**config.mk**
```make
export PLATFORM = sky130hd
export DESIGN_NAME = seq_stim_gen
export DESIGN_NICKNAME = d
export VERILOG_FILES = /design/src/rtl/seq_stim_gen.sv
export SDC_FILE = /design/constraint.sdc
export NUM_CORES = 1
export LEC_CHECK = 0
export CORE_UTILIZATION = 51
export CTS_CLUSTER_SIZE = 8
export DETAILED_ROUTE_END_ITERATION = 6
export PLACE_DENSITY = 0.8
export SETUP_SLACK_MARGIN = 0.15
export SLEW_MARGIN = 5
export SYNTH_ARGS = -nofsm -noshare
export SYNTH_HDL_FRONTEND = slang
export SYNTH_SLANG_ARGS = --single-unit
```
**constraint.sdc**
```tcl
create_clock -name clk -period 2 [get_ports clk]
set_input_delay 0.4 -clock clk [delete_from_list [all_inputs] [get_ports clk]]
set_output_delay 0.4 -clock clk [all_outputs]
set_load 0.05 [all_outputs]
```
**src/rtl/seq_stim_gen.sv**
```systemverilog
// Programmable burst stimulus source: counter / LFSR / constant / walking-one beats on a valid/ready stream.
// Optional `pause` input enabled by defining SEQ_STIM_PAUSE_EN.
module seq_stim_gen #(
    parameter int DATA_W = 8,
    parameter int LEN_W  = 8
) (
    input  logic              clk,
    input  logic              rst,
    input  logic              start,
    input  logic [1:0]        mode,
    input  logic [DATA_W-1:0] seed,
    input  logic [LEN_W-1:0]  len,
`ifdef SEQ_STIM_PAUSE_EN
    input  logic              pause,
`endif
    output logic              out_valid,
    input  logic              out_ready,
    output logic [DATA_W-1:0] out_data,
    output logic              out_last,
    output logic              busy,
    output logic              done
);
    typedef enum logic [1:0] {IDLE, RUN, DONE} state_t;

    localparam logic [1:0] M_CNT   = 2'd0;
    localparam logic [1:0] M_LFSR  = 2'd1;
    localparam logic [1:0] M_CONST = 2'd2;
    localparam logic [1:0] M_WALK  = 2'd3;

    localparam logic [DATA_W-1:0] TAPS = (DATA_W == 16) ? DATA_W'(16'hB400) : DATA_W'(8'hB8);
    localparam logic [DATA_W-1:0] ONE  = DATA_W'(1);

    state_t             state;
    logic [1:0]         mode_q;
    logic [LEN_W-1:0]   cnt;
    logic [DATA_W-1:0]  first_data;
    logic [DATA_W-1:0]  next_data;
    logic               pause_i;
    logic               xfer;

`ifdef SEQ_STIM_PAUSE_EN
    assign pause_i = pause;
`else
    assign pause_i = 1'b0;
`endif

    assign xfer = out_valid && out_ready;

    always_comb begin
        first_data = seed;
        case (mode)
            M_LFSR:  first_data = (seed == '0) ? ONE : seed;
            M_WALK:  first_data = ONE;
            default: first_data = seed;
        endcase
    end

    // Next beat is derived from the beat currently on the bus.
    always_comb begin
        next_data = out_data;
        case (mode_q)
            M_CNT:   next_data = out_data + ONE;
            M_LFSR:  next_data = (out_data >> 1) ^ (out_data[0] ? TAPS : '0);
            M_CONST: next_data = out_data;
            M_WALK:  next_data = {out_data[DATA_W-2:0], out_data[DATA_W-1]};
            default: next_data = out_data;
        endcase
    end

    always_ff @(posedge clk or negedge rst) begin
        if (!rst) begin
            state     <= IDLE;
            mode_q    <= M_CNT;
            cnt       <= '0;
            out_valid <= 1'b0;
            out_data  <= '0;
            out_last  <= 1'b0;
            busy      <= 1'b0;
            done      <= 1'b0;
        end else begin
            case (state)
                IDLE: begin
                    done <= 1'b0;
                    if (start && len != '0) begin
                        state     <= RUN;
                        mode_q    <= mode;
                        cnt       <= len;
                        out_data  <= first_data;
                        out_valid <= ~pause_i;
                        out_last  <= (len == LEN_W'(1));
                        busy      <= 1'b1;
                    end
                end
                RUN: begin
                    if (xfer) begin
                        cnt      <= cnt - LEN_W'(1);
                        out_data <= next_data;
                        if (cnt == LEN_W'(1)) begin
                            state     <= DONE;
                            out_valid <= 1'b0;
                            out_last  <= 1'b0;
                            busy      <= 1'b0;
                            done      <= 1'b1;
                        end else begin
                            out_valid <= ~pause_i;
                            out_last  <= (cnt == LEN_W'(2));
                        end
                    end else if (!out_valid) begin
                        // A presented beat is never withdrawn; only an idle slot waits on pause.
                        out_valid <= ~pause_i;
                    end
                end
                DONE: begin
                    done  <= 1'b0;
                    state <= IDLE;
                end
                default: state <= IDLE;
            endcase
        end
    end
endmodule

```
==> run summary <==
The flow ran to the end, and the final reports show no timing, DRC or antenna violations. The final hold slack is 0.435 ns. 34 I/O pins were placed.

The critical path goes through clkdlybuf4s15_1, or4_4, o311a_4, or2_4, a22o_1. Routability-driven placement finished with a final weighted congestion of 0.856. The repair_antennas step left the layout with diodes totalling 0. Summing all placed instances gives a cell area of 2060 sq um.

After synthesis the cells add up to 1620 sq um. The tools report the setup TNS as 0 ns. Largest net degree at the start of global routing: 25. The actual slew at the worst max-slew pin works out to 0.532 ns. The fraction of synthesized area in multiplexers came out at 6.49%.

TritonCTS built the clock tree. In the routed layout, each cell is associated on average with a via count of 6.10. The maximum vdd drop is 1.13 mV, and the total nets after synthesis is 206. After detailed routing, the average wire length per cell comes to 16.6 um.

For this run, the top clock speed supported by timing is 0.558 GHz. The Yosys step of the flow raised 0 warnings. The number of sinks handled by clock tree synthesis is 24. The final max-slew violation count was 0; the share of the cycle needed by the critical path after routing was 89.5%.

Via count of the first global-routing pass: 1587. Sequential elements use 37.1% of the synthesized area. The combined buffer and inverter count along the critical path was 1; the post-route DRC violation count was 0. Summing the areas of all xor and xnor instances in the mapped netlist gives 1.62% of the synthesized area. The count of antenna-violating nets left after detailed routing came out at 0.

The run gives 0 as the initial antenna violation count. Worst setup path startpoint: len[3]. After synthesis, the cell types taking the most area are sky130_fd_sc_hd__dfrtp_1, sky130_fd_sc_hd__a21oi_1, sky130_fd_sc_hd__o2bb2ai_1.

The average instance in the mapped netlist occupies 8.99 sq um. In the final design database the tool counted 250 nets. The type of the worst setup path was input pin to flip-flop.

The analysis attributes to cell leakage a power of 0.908 nW. The logs give 1 for the level count of the clock H-tree and 3400 sq um for the total die area. On the critical path the largest part of the delay comes from simple AND/OR/NAND/NOR gates. The run gives 53.5% as the initial cell density of the core.

The path class of the tightest hold or removal check is input pin to async pin. Area overhead of the layout relative to synthesis: 30.4%. The simple logic cell fraction of the synthesized area came out at 19.5%. Cells with a size suffix above 1 make up 19.3% of the layout.

The largest fanout of any net on the critical path was 8; the total clock buffers created by CTS was 3. The compound-gate portion of the synthesized area works out to 27.5%. Across the run, the number of max-cap violations was 0. The total power density per cell area is 1680 nW/um^2, and the total global routing overflow is 0. The run gives 28.5% as the global routing usage summed across all routing layers. The violation count after the first detailed-routing iteration came out at 108. At the later pin of the worst-skew pair, clock insertion delay measures 0.32 ns.

Once layout is done, the placed cells without fillers occupy 2110 sq um. Between clock sinks in the finished design, the worst skew comes to 0.00299 ns. The tools report the worst-case headroom to the max-slew limit as 64.3%. The biggest area contributor in the post-synthesis netlist is sky130_fd_sc_hd__dfrtp_1. Detailed routing inserted a total of 1630 vias. The run gives 0 as the count of endpoints failing setup in the final report.

Instance count of the mapped netlist: 180. The standard cell with the maximum stage delay on the critical path is sky130_fd_sc_hd__or4_4. Summing internal, switching and leakage power gives 3.54 mW.

The first-pass GRT wire length is 7.43 mm. The count of cell types in the netlist is 47, and the fraction of the core area covered by cells at the end of the flow is 69.7%. After synthesis the netlist holds a flip-flop and latch count of 24. After legalization and detailed placement, the total HPWL measured 3.31 mm. The number of endpoints with negative hold slack in the final report was 0; the minimum clock period after layout was 1.79 ns. The run gives 4 as the first-pass iteration count of the detailed router. The tools report the sort of element at the end of the critical path as a flip-flop. After floorplanning, the core was sized to cover 3030 sq um.

Die outline width: 58.3 um. The critical path required time is 2.22 ns. Setup repair after global routing left no endpoint under its margin. The main combinational cell family by area after synthesis is compound AO/OA/AOI/OAI gates.

On the worst path, the slowest cell contributes a delay of 0.55 ns. Of the post-synthesis cell area, the dominant cell type holds 37.1%. The total number of placement rows came out at 20. The run gives 2 as the deepest clock path buffer count. For this design, the CTS-stage hold fixing added 0 buffers.

The worst register-to-register path begins at cnt[4]. In this run the tool buffered the top-level ports with 33 buffer cells. The clock slew at the register clock pins of the worst setup and hold paths came out at 0.13 ns.

In this run the vertical extent of the chip is 58.3 um. The tree is rooted in a sky130_fd_sc_hd__clkbuf_4. The post-synthesis share of cell area spent on full adders, half adders and majority gates was 3.09%.

STA classifies the critical path startpoint as an input pin. Wires add up to 4.43 mm. The arrival time of the worst setup path came out at 2.01 ns.
per-layer routing:
layer | wire length (um) | vias to the layer above | global-route usage (%)
met2 | 2110 | 71 | 46.0
met4 | 65 | 0 | 9.18
li1 | - | 782 | -
met5 | 0 | - | 0
met3 | 285 | 8 | 5.05
met1 | 1970 | 769 | 39.2
repair_timing:
| action | 4_1_cts | 5_1_grt |
|---|---|---|
| buffers inserted | 0 | 1 |
| resized for setup | 16 | 4 |
| pin swaps | 6 | 2 |
| endpoints found under the setup margin | 24 | 5 |
layout by cell type (no fill, tap or decap), drive strengths merged, types with 4 or more instances in the layout:
master         synthesis  routed
mux2i                  6       6
nand2                 12      12
mux2                   4       4
buf                    2      26
or3                    4       4
o22ai                  5       5
a21oi                 17      17
nand3                  4       4
nor3                   9       9
clkbuf                10       4
inv                    6       6
dlygate4sd2            0       7
dfrtp                 24      24
ha                     4       4
clkdlybuf4s50          0      14
nor4                   5       5
nor2                   9       9
o21ai                  7       7
o2bb2ai                7       7
sequential cells by signal, indices dropped and copies added (netlist names):
signal	cells
state	2
out_last	1
done	1
cnt	8
out_data	8
mode_q	2
out_valid	1
busy	1
where the power goes:
part           leakage, nW  switching [mW]  internal [mW]
clock network       0.0150           0.146         0.0780
registers            0.283           0.334          0.706
logic                0.610            1.32          0.958
cells by family after synthesis:
family / Yosys count
AND/OR/NAND/NOR: 58
AO/OA/AOI/OAI: 63
adder cells (fa/ha/maj): 4
buffers and inverters: 18
multiplexers: 10
XOR/XNOR: 3
flip-flops: 24
cells in the mapped netlist, drive strengths merged:
| cell | number |
|---|---|
| a22o | 3 |
| a21o | 2 |
| or2 | 1 |
| o31ai | 1 |
| mux2i | 6 |
| o211ai | 2 |
| inv | 6 |
| nor4 | 5 |
| nand3 | 4 |
| nor2 | 9 |
| o311a | 1 |
| o21ai | 7 |
| a41o | 1 |
| nand2b | 3 |
| xnor2 | 1 |
| nor3 | 9 |
| nand4 | 1 |
| o21a | 1 |
| or3 | 4 |
| nand2 | 12 |
| mux2 | 4 |
| a31oi | 3 |
| nor2b | 2 |
| a2111o | 1 |
| and4b | 1 |
| o22ai | 5 |
| a21oi | 17 |
| or3b | 1 |
| o2111ai | 1 |
| a31o | 1 |
| xor2 | 2 |
| ha | 4 |
| buf | 2 |
| clkbuf | 10 |
| a211oi | 3 |
| dfrtp | 24 |
| nor3b | 2 |
| o32ai | 3 |
| or4 | 3 |
| o2bb2ai | 7 |
| nor4b | 1 |
| a2bb2oi | 1 |
| o31a | 2 |
| a21boi | 1 |
cell type report:
| class | count | area [sq um] |
|---|---|---|
| multi-input combinational | 138 | 966 |
| tap | 44 | 55.1 |
| clock buffer | 4 | 26.3 |
| fill | 252 | 917 |
| inverter | 6 | 22.5 |
| sequential | 24 | 602 |
| timing repair buffer | 51 | 439 |
metrics by stage:
step,instances,setup slack [ns]
after floorplan,180,0.0698
after global placement,262,-0.398
after detailed placement,262,-0.442
after CTS,266,0.146
after global routing,267,0.186
final,267,0.209
final timing paths:
check                      depth (start not counted)  slack [ns]     endpoint
setup / recovery                                   5        0.21  out_data[2]
hold / removal                                     2        0.43  out_data[2]
setup reg to reg                                   4        0.28         busy
hold reg to reg                                    1        0.50         busy
max in group asynchronous                          2        1.30  out_data[0]
min in group clk                                   3        0.48       cnt[3]
Note: power is estimated with default switching activity, not from simulation.
